==> src/rtl/display_timings_rx.sv <==
// Video timing receiver: measures incoming hs/vs/de and regenerates pixel coordinates.
// Define DISPLAY_TIMINGS_RX_SYNCW_EN to also measure hsync/vsync widths.
module display_timings_rx #(
  parameter bit H_POL       = 1'b0,
  parameter bit V_POL       = 1'b0,
  parameter int CW          = 13,
  parameter int LOCK_FRAMES = 2
) (
  input  logic          i_pixclk,
  input  logic          i_rst_n,
  input  logic          i_hs,
  input  logic          i_vs,
  input  logic          i_de,
  output logic          o_de,
  output logic [CW-1:0] o_h,
  output logic [CW-1:0] o_v,
  output logic          o_frame,
  output logic          o_locked,
  output logic [CW-1:0] o_line,
  output logic [CW-1:0] o_frame_len,
  output logic [CW-1:0] o_h_res,
  output logic [CW-1:0] o_v_res,
  output logic [CW-1:0] o_hsync_w,
  output logic [CW-1:0] o_vsync_w
);

  localparam int MW =
    (LOCK_FRAMES < 2) ? 1 : $clog2(LOCK_FRAMES + 1);
  localparam logic [CW-1:0] CMAX = {CW{1'b1}};
  localparam logic [MW-1:0] LOCK_N = MW'(LOCK_FRAMES);

  typedef enum logic [1:0] {
    IDLE,
    MEAS,
    LOCKED
  } state_t;

  function automatic logic [CW-1:0] sat_inc(
    input logic [CW-1:0] x
  );
    return (x == CMAX) ? x : x + 1'b1;
  endfunction

  logic hs, vs, hs_q, vs_q;
  logic hs_rise, vs_rise, de_fall;

  assign hs = H_POL ? i_hs : ~i_hs;
  assign vs = V_POL ? i_vs : ~i_vs;
  assign hs_rise = hs & ~hs_q;
  assign vs_rise = vs & ~vs_q;
  assign de_fall = o_de & ~i_de;

  logic [CW-1:0] pcnt, lcnt;

  always_ff @(posedge i_pixclk or negedge i_rst_n) begin
    if (!i_rst_n) begin
      hs_q    <= 1'b0;
      vs_q    <= 1'b0;
      o_de    <= 1'b0;
      pcnt    <= '0;
      lcnt    <= '0;
      o_h     <= '0;
      o_v     <= '0;
      o_frame <= 1'b0;
    end else begin
      hs_q    <= hs;
      vs_q    <= vs;
      o_de    <= i_de;
      pcnt    <= i_de ? pcnt + 1'b1 : '0;
      o_h     <= i_de ? pcnt : '0;
      o_v     <= i_de ? lcnt : '0;
      o_frame <= i_de && pcnt == '0 && lcnt == '0;
      if (vs_rise)
        lcnt <= '0;
      else if (de_fall)
        lcnt <= lcnt + 1'b1;
    end
  end

  logic [CW-1:0] hcnt, dcnt, ref_len, h_act;
  logic [CW-1:0] vlines, vact;
  logic          first, h_seen, bad;
  logic [CW-1:0] line_len, ref_nx, hact_nx;
  logic [CW-1:0] vlines_nx, vact_nx;
  logic          len_bad, act_bad, bad_nx, has_de;

  assign line_len  = sat_inc(hcnt);
  assign has_de    = dcnt != '0;
  assign len_bad   = !first && line_len != ref_len;
  assign act_bad   = has_de && h_seen && dcnt != h_act;
  assign bad_nx    = bad | (hs_rise & (len_bad | act_bad));
  assign ref_nx    = (hs_rise && first) ? line_len : ref_len;
  assign hact_nx   = (hs_rise && has_de) ? dcnt : h_act;
  assign vlines_nx = hs_rise ? sat_inc(vlines) : vlines;
  assign vact_nx   =
    (hs_rise && has_de) ? sat_inc(vact) : vact;

  // hs rise coincident with vs rise is folded into the ending frame
  always_ff @(posedge i_pixclk or negedge i_rst_n) begin
    if (!i_rst_n) begin
      hcnt        <= '0;
      dcnt        <= '0;
      ref_len     <= '0;
      h_act       <= '0;
      vlines      <= '0;
      vact        <= '0;
      first       <= 1'b1;
      h_seen      <= 1'b0;
      bad         <= 1'b0;
      o_line      <= '0;
      o_frame_len <= '0;
      o_h_res     <= '0;
      o_v_res     <= '0;
    end else begin
      hcnt    <= hs_rise ? '0 : sat_inc(hcnt);
      ref_len <= ref_nx;
      h_act   <= hact_nx;
      if (hs_rise)
        dcnt <= CW'(i_de);
      else if (i_de)
        dcnt <= sat_inc(dcnt);
      if (vs_rise) begin
        o_line      <= ref_nx;
        o_h_res     <= hact_nx;
        o_frame_len <= vlines_nx;
        o_v_res     <= vact_nx;
        vlines      <= '0;
        vact        <= '0;
        bad         <= 1'b0;
        first       <= 1'b1;
        h_seen      <= 1'b0;
      end else begin
        vlines <= vlines_nx;
        vact   <= vact_nx;
        bad    <= bad_nx;
        if (hs_rise)
          first <= 1'b0;
        if (hs_rise && has_de)
          h_seen <= 1'b1;
      end
    end
  end

  state_t        state, state_nx;
  logic [MW-1:0] match_cnt, match_nx;
  logic          fresh, fresh_nx;
  logic          snap_ok, snap_eq, timeout;

  assign snap_ok = !bad_nx && ref_nx != '0 &&
    hact_nx != '0 && vlines_nx != '0 && vact_nx != '0;
  assign snap_eq =
    {ref_nx, hact_nx, vlines_nx, vact_nx} ==
    {o_line, o_h_res, o_frame_len, o_v_res};
  assign timeout =
    (hcnt == CMAX && !hs_rise) || vlines == CMAX;

  always_ff @(posedge i_pixclk or negedge i_rst_n) begin
    if (!i_rst_n) begin
      state     <= IDLE;
      match_cnt <= '0;
      fresh     <= 1'b0;
    end else begin
      state     <= state_nx;
      match_cnt <= match_nx;
      fresh     <= fresh_nx;
    end
  end

  // first frame after IDLE has nothing to compare against and opens the run
  always_comb begin
    state_nx = state;
    match_nx = match_cnt;
    fresh_nx = fresh;
    if (timeout) begin
      state_nx = IDLE;
      match_nx = '0;
      fresh_nx = 1'b0;
    end else if (vs_rise) begin
      fresh_nx = 1'b0;
      unique case (state)
        IDLE: begin
          state_nx = MEAS;
          match_nx = '0;
          fresh_nx = 1'b1;
        end
        MEAS: begin
          if (snap_ok && (fresh || snap_eq))
            match_nx = match_cnt + 1'b1;
          else
            match_nx = '0;
          if (match_nx == LOCK_N)
            state_nx = LOCKED;
        end
        LOCKED: begin
          if (!(snap_ok && snap_eq)) begin
            state_nx = MEAS;
            match_nx = '0;
          end
        end
        default: begin
          state_nx = IDLE;
          match_nx = '0;
        end
      endcase
    end
  end

  always_comb begin
    o_locked = (state == LOCKED);
  end

`ifdef DISPLAY_TIMINGS_RX_SYNCW_EN
  logic [CW-1:0] hsw_cnt, vsw_cnt;
  logic          hs_fall, vs_fall;

  assign hs_fall = ~hs & hs_q;
  assign vs_fall = ~vs & vs_q;

  always_ff @(posedge i_pixclk or negedge i_rst_n) begin
    if (!i_rst_n) begin
      hsw_cnt   <= '0;
      vsw_cnt   <= '0;
      o_hsync_w <= '0;
      o_vsync_w <= '0;
    end else begin
      if (hs_rise)
        hsw_cnt <= CW'(1);
      else if (hs)
        hsw_cnt <= sat_inc(hsw_cnt);
      if (hs_fall)
        o_hsync_w <= hsw_cnt;
      if (vs_rise)
        vsw_cnt <= CW'(hs_rise);
      else if (vs && hs_rise)
        vsw_cnt <= sat_inc(vsw_cnt);
      if (vs_fall)
        o_vsync_w <= vsw_cnt;
    end
  end
`else
  assign o_hsync_w = '0;
  assign o_vsync_w = '0;
`endif

endmodule

==> config.mk <==
export PLATFORM = sky130hd
export DESIGN_NAME = display_timings_rx
export DESIGN_NICKNAME = d
export VERILOG_FILES = /design/src/rtl/display_timings_rx.sv
export SDC_FILE = /design/constraint.sdc
export NUM_CORES = 1
export LEC_CHECK = 0
export CORE_MARGIN = 10
export CORE_UTILIZATION = 58
export CTS_CLUSTER_DIAMETER = 200
export DETAILED_ROUTE_END_ITERATION = 8
export PLACE_DENSITY = 0.78
export SYNTH_ARGS = -nofsm -noshare
export SYNTH_HDL_FRONTEND = slang
export SYNTH_SLANG_ARGS = --single-unit
==> constraint.sdc <==
create_clock -name i_pixclk -period 4.75 [get_ports i_pixclk]
set_clock_uncertainty 0.1 [all_clocks]
set_input_delay 1.425 -clock i_pixclk [delete_from_list [all_inputs] [get_ports i_pixclk]]
set_output_delay 1.425 -clock i_pixclk [all_outputs]
set_load 0.005 [all_outputs]
# After elaboration in Yosys (flattened, before gate mapping)
# Index checks and enable logic that the tools add are counted.
[op_classes] bitwise=11 n_mux=39 shift=0 reduce_logical=35 mul=0 n_div=0 n_eq_ne=13 n_lt_le_gt_ge=0 n_addsub=7
[op_table] cell="$mux W13" count=18
[op_table] cell="$add A13 B1 Y13 const B" count=6
[op_table] cell="$reduce_bool A13 Y1" count=5
[op_table] cell="$eq A13 B13 Y1 const B" count=4
[op_table] cell="$eq A52 B52 Y1" count=1
[op_table] cell="$logic_not A13 Y1" count=2
[op_table] cell="$ne A13 B13 Y1" count=2
[op_table] cell="$mux W2" count=11
[op_table] cell="$logic_and A1 B1 Y1" count=14
[op_table] cell="$reduce_bool A2 Y1" count=5
[op_table] cell="$mux W1" count=8
[op_table] cell="$ne A3 B3 Y1 const B" count=2
[op_table] cell="$pmux W2 S3" count=1
[op_table] cell="$not A1 Y1" count=5
[op_table] cell="$and A1 B1 Y1" count=4
[op_table] cell="$eq A2 B2 Y1 const B" count=2
[op_table] cell="$pmux W2 S2" count=1
[op_table] cell="$reduce_and A2 Y1" count=2
[op_table] cell="$logic_not A1 Y1" count=3
[op_table] cell="$reduce_and A3 Y1" count=1
[op_table] cell="$add A2 B1 Y2 const B" count=1
[op_table] cell="$eq A2 B1 Y1 const B" count=1
[op_table] cell="$logic_not A2 Y1" count=1
[op_table] cell="$logic_or A1 B1 Y1" count=2
[op_table] cell="other kinds (2)" count=3
[word_totals] n_memories=0 ff_bits=194 ramBits=0 rom_bits=0 word_cells=129 inputBits=5 latchBits=0

# Depth between registers and ports, before layout
[logic_depth] word_depth=22 mapped_depth=15 ltp_nobuf=13

# Least setup slack after synthesis
# Ideal clock, no wire load.
[synth_path] path_kind="input-to-reg" from="input i_hs" to="register match_cnt[1]" n_path_buf=1 cell_stages=12 path_slack_ps=46 t_arrival_ps=4535 path_cell_list="clkbuf_1 nor2_2 o31ai_4 or4_4 mux2_1 a211o_1 or4_1 nor4_1 a41oi_1 nor4_2 nand3b_1 nand3_1"
[synth_via] elab_chain_cells=17 word_cells_on_any_way=36 cone_classes="eq/ne: 2; mux: 11; bitwise: 4; reduce/logical: 19"
[synth_rtl] item="from (decl)" line="11" text="input logic i_hs,"
[synth_rtl] item="$not A1 Y1 (*)" line="47" text="assign hs = H_POL ? i_hs : ~i_hs;"
[synth_rtl] item="$and A1 B1 Y1 (*)" line="49" text="assign hs_rise = hs & ~hs_q;"
[synth_rtl] item="$logic_and A1 B1 Y1 or $and A1 B1 Y1 (tied branches)" line="92, 91"
[synth_rtl] item="$mux W13 or $or A1 B1 Y1 (tied branches)" line="92, 91"
[synth_rtl] item="$reduce_bool A13 Y1 or $logic_not A1 Y1 (tied branches)" line="149" text="assign snap_ok = !bad_nx && ref_nx != '0 &&"
[synth_rtl] item="$logic_and A1 B1 Y1 (2 in a row)" line="149"
[synth_rtl] item="$logic_and A1 B1 Y1 (2 in a row)" line="150" text="hact_nx != '0 && vlines_nx != '0 && vact_nx != '0;"
[synth_rtl] item="$logic_and A1 B1 Y1" line="187" text="if (snap_ok && (fresh || snap_eq))"
[synth_rtl] item="$mux W2" line="187"
[synth_rtl] item="$mux W2" line="180" text="unique case (state)"
[synth_rtl] item="$mux W2" line="178" text="end else if (vs_rise) begin"
[synth_rtl] item="$mux W2" line="174" text="if (timeout) begin"
[synth_rtl] item="$pmux W2 S2" line="180"
[synth_rtl] item="$mux W2" line="178"
[synth_rtl] item="$mux W2" line="174"
[synth_rtl] item="to (signal assigned)" line="164" text="match_cnt <= match_nx;"
[synth_rtl] item="to (decl)" line="145" text="logic [MW-1:0] match_cnt, match_nx;"
# Mark *: on every way between the ends. The rest lies on a longest branch, timed or not. The select of a mux whose other input is x is not followed.
# A chain may end at the register's enable or synchronous reset.

# Worst setup path in the final report
[layout_path] from="register dcnt[1]" to="register match_cnt[1]"
[layout_via] elab_chain_cells=19 word_cells_on_any_way=30 cone_classes="eq/ne: 3; mux: 9; bitwise: 3; reduce/logical: 15"
[layout_rtl] item="from (decl)" line="80" text="logic [CW-1:0] hcnt, dcnt, ref_len, h_act;"
[layout_rtl] item="from (signal assigned)" line="119" text="dcnt <= CW'(i_de);"
[layout_rtl] item="from (signal assigned)" line="121" text="dcnt <= sat_inc(dcnt);"
[layout_rtl] item="$reduce_bool A13 Y1" line="88" text="assign has_de = dcnt != '0;"
[layout_rtl] item="$logic_and A1 B1 Y1 (2 in a row)" line="90" text="assign act_bad = has_de && h_seen && dcnt != h_act;"
[layout_rtl] item="$or A1 B1 Y1" line="91" text="assign bad_nx = bad | (hs_rise & (len_bad | act_bad));"
[layout_rtl] item="$and A1 B1 Y1" line="91"
[layout_rtl] item="$or A1 B1 Y1" line="91"
[layout_rtl] item="$logic_not A1 Y1" line="149"
[layout_rtl] item="$logic_and A1 B1 Y1 (2 in a row)" line="149"
[layout_rtl] item="$logic_and A1 B1 Y1 (2 in a row)" line="150"
[layout_rtl] item="$logic_and A1 B1 Y1" line="187"
[layout_rtl] item="$mux W2" line="187"
[layout_rtl] item="$mux W2" line="180"
[layout_rtl] item="$mux W2" line="178"
[layout_rtl] item="$mux W2" line="174"
[layout_rtl] item="$pmux W2 S2" line="180"
[layout_rtl] item="$mux W2" line="178"
[layout_rtl] item="$mux W2" line="174"
# Several ways; a longest one is shown, not always the timed one. The select of a mux whose other input is x is not followed.

==> impl_metrics.toml <==
[cells_and_area]
final_util_pct = 71.9
nFillCells = 1561
multi_input_area_mm2 = 0.00652
area_growth_pct = 22.2
final_layout_size_suffix_gt1_share_pct = 15.1
fin_nets = 1525
register_area_mm2 = 0.00486
instances_no_fill = 1794
num_antenna_cells = 0

[setup_path]
crit_fanout = 12
start_kind = "flop"
worstPathArrival_ns = 4.94
worstSetupPathType = "reg2reg"
end_kind = "flop"
crit_required_ns = 5.04
reg2reg_depth = 15

[place]
hpwl_um = 30300
gp_congestion = 1.01
dp_worst_setup_slack_ns = -0.558
port_buffers = 85
placed_cells_incl_taps = 1761

[drt]
wl_met2_um = 18600
wl_met1_um = 16700
met3_length_um = 3630
drcViolationCount = 0
drtIter0Drc = 1293
ant_nets = 0
wl_per_cell_um = 22.7
via_per_inst = 6.36
highest_layer = "met4"
firstDrtPassIters = 6
routed_wl_um = 40700
vias = 11409

[clocking]
clkLatencyLatePin_ns = 0.46
root_buffer = "clkbuf_16"
h-tree-depth = 4
cts.clk_slew.worst_paths_ns = 0.09
numCtsBuffers = 17
cts_tree = "done"
cts.sink_count = 194
cts_buffer_depth = 2

[sta]
layout_setup_ws_ns = 0.0989
max-slew-margin-rel_pct = 32.9
min_period_ns = 4.65
whs_ns = 0.412
setup_tns_ns = 0
fin_crit_sh_pct = 97.9
final_hold_viol_count = 0
max_freq_mhz = 215
slew_violations = 0
worst_pin_slew_ns = 0.993
rsz0062_at_grt = "false"
setup_violations = 0

[run]
cap_violations = 0

[yosys]
synth_area_leaders = "dfrtp_1 (41%), nand2_1 (5.0%), xnor2_1 (4.7%)"
synth_edf_count = 0
yosysTopAreaCell = "dfrtp_1"
yosys-top-cells-count = "dfrtp_1 (193), nand2_1 (158), nor2_1 (104), o21ai_0 (85), xnor2_1 (64)"
syn_inst = 1350
ys.flop_type = "dfrtp_1"
synth_top_cell_area_share_pct = 40.7
synth_area_per_cell_um2 = 8.79
synth_warnings = 0
synth_most_common_cell = "dfrtp_1"
yosysUniqueCellTypes = 91
seq_area_frac_synth_pct = 40.9
syn_area_mm2 = 0.0119
synth_seq_cells = 194
synthArstFlopShare_pct = 100

[global_route]
overflow = 0
grt_max_degree = 99
track_usage_pct = 30.6
grt_pass1_vias = 11232
grt_first_pass_wirelength_um = 64000
antenna_found_initial = 0

[hold_path]
hold_class = "reg2reg"
worstHoldPathCells = 1

[power]
powerDensity_mw_per_mm2 = 351
max-vdd-ir-drop_uv = 229
power_leakage_nw = 6.39

[die]
dieHeight_um = 163
die_w_um = 163
start_util_pct = 58.8
io_pins = 112
rows = 52
core-area_mm2 = 0.0202
die_area_mm2 = 0.0266

[status]
status = "complete, no violations"
==> metal layers <==
metal | up-vias | GRT usage, %
li1 | 5106 | -
met1 | 5506 | 40.5
met2 | 666 | 47.8
met3 | 131 | 5.86
met4 | 0 | 14.1
met5 | - | 0
==> state kept, by name, indices dropped and copies added (netlist names), 2 cells and up <==
name and flops:
o_h_res 13, h_act 13, o_line 13, hcnt 13, pcnt 13, vlines 13
o_v 13, dcnt 13, ref_len 13, vact 13, state 2, lcnt 13
match_cnt 2, o_h 13, o_frame_len 13, o_v_res 13
==> placed cells by master, fill, tap and decap left out, types with 17 or more instances in the layout <==
cell	synthesis	final
nand3_1	39	39
buf_4	28	135
conb_1	1	26
clkdlybuf4s50_1	0	83
a21oi_1	43	43
and3_1	26	26
nand4_1	36	36
nor2_1	104	103
xnor2_1	64	63
nor3_1	34	32
a31oi_1	19	18
dfrtp_1	193	193
and2_1	48	48
o21ai_0	85	84
nor4_1	28	25
nand2_1	158	158
xor2_1	49	49
inv_1	44	44
clkbuf_16	0	17
==> final cells by class <==
| type | instances | area share [%] |
|---|---|---|
| multi-input cells | 1029 | 44.9 |
| flip-flops and latches | 194 | 33.5 |
| repair buffers | 225 | 13.5 |
| clock buffers | 17 | 2.93 |
| well taps | 270 | 2.33 |
| clock inverters | 15 | 1.68 |
| inverters | 44 | 1.14 |
==> repair_timing <==
| action | 4_1_cts | 5_1_grt |
|---|---|---|
| resized for setup | 2 | 22 |
| pin swaps | 2 | 11 |
| hold buffers | 0 | 0 |
| endpoints found under the hold margin | 0 | 0 |
| cloned | 0 | 0 |
| setup buffers | 0 | 1 |
| endpoints found under the setup margin | 4 | 4 |
==> stage by stage <==
step / power [W] / instance area [um2]
floorplan: 0.00277 / 12000
global placement: 0.00336 / 13700
detailed placement: 0.00338 / 13700
CTS: 0.00501 / 14400
global route: 0.00528 / 14500
finish: 0.00509 / 14500
==> cells by family after synthesis <==
group,after synthesis,synth area share (%)
AO/OA/AOI/OAI,270,15.4
XOR/XNOR,115,8.68
adder cells (fa/ha/maj),9,0.949
buffers and inverters,152,6.03
flip-flops,194,40.9
multiplexers,14,1.27
other,1,0.0316
AND/OR/NAND/NOR,595,26.7
==> power by group <==
part,internal (W),switching [W]
clock,0.000765,0.000877
sequential,0.00177,0.000204
combinational,0.000661,0.000812
total,0.00319,0.00189
==> worst max-delay path: stages (launching register included) <==
cell and delay (ns):
dfrtp_1 0.47, inv_1 0.15, ha_1 0.18, nor4b_1 0.81, a31oi_2 0.27, buf_4 0.26
nand2_1 0.08, a21oi_1 0.10, or4b_2 0.69, nor4_1 0.23, buf_4 0.18, or2_2 0.10
or3b_1 0.42, nor4_4 0.28, nand3b_1 0.15, nand3_1 0.11
==> path summary, 6_finish.rpt <==
kind                                            end  slack (ns)                     start
max                        match_cnt[1]$_DFFE_PN0P_         0.1       dcnt[1]$_DFFE_PN0P_
min                        match_cnt[0]$_DFFE_PN0P_        0.41  match_cnt[0]$_DFFE_PN0P_
max reg2reg                match_cnt[1]$_DFFE_PN0P_         0.1       dcnt[1]$_DFFE_PN0P_
min reg2reg                match_cnt[0]$_DFFE_PN0P_        0.41  match_cnt[0]$_DFFE_PN0P_
max in group asynchronous         hcnt[5]$_DFF_PN0_        2.72                   i_rst_n
min in group asynchronous     o_line[8]$_DFFE_PN0P_        0.90                   i_rst_n
No activity file was read; power rests on OpenSTA's default activity.
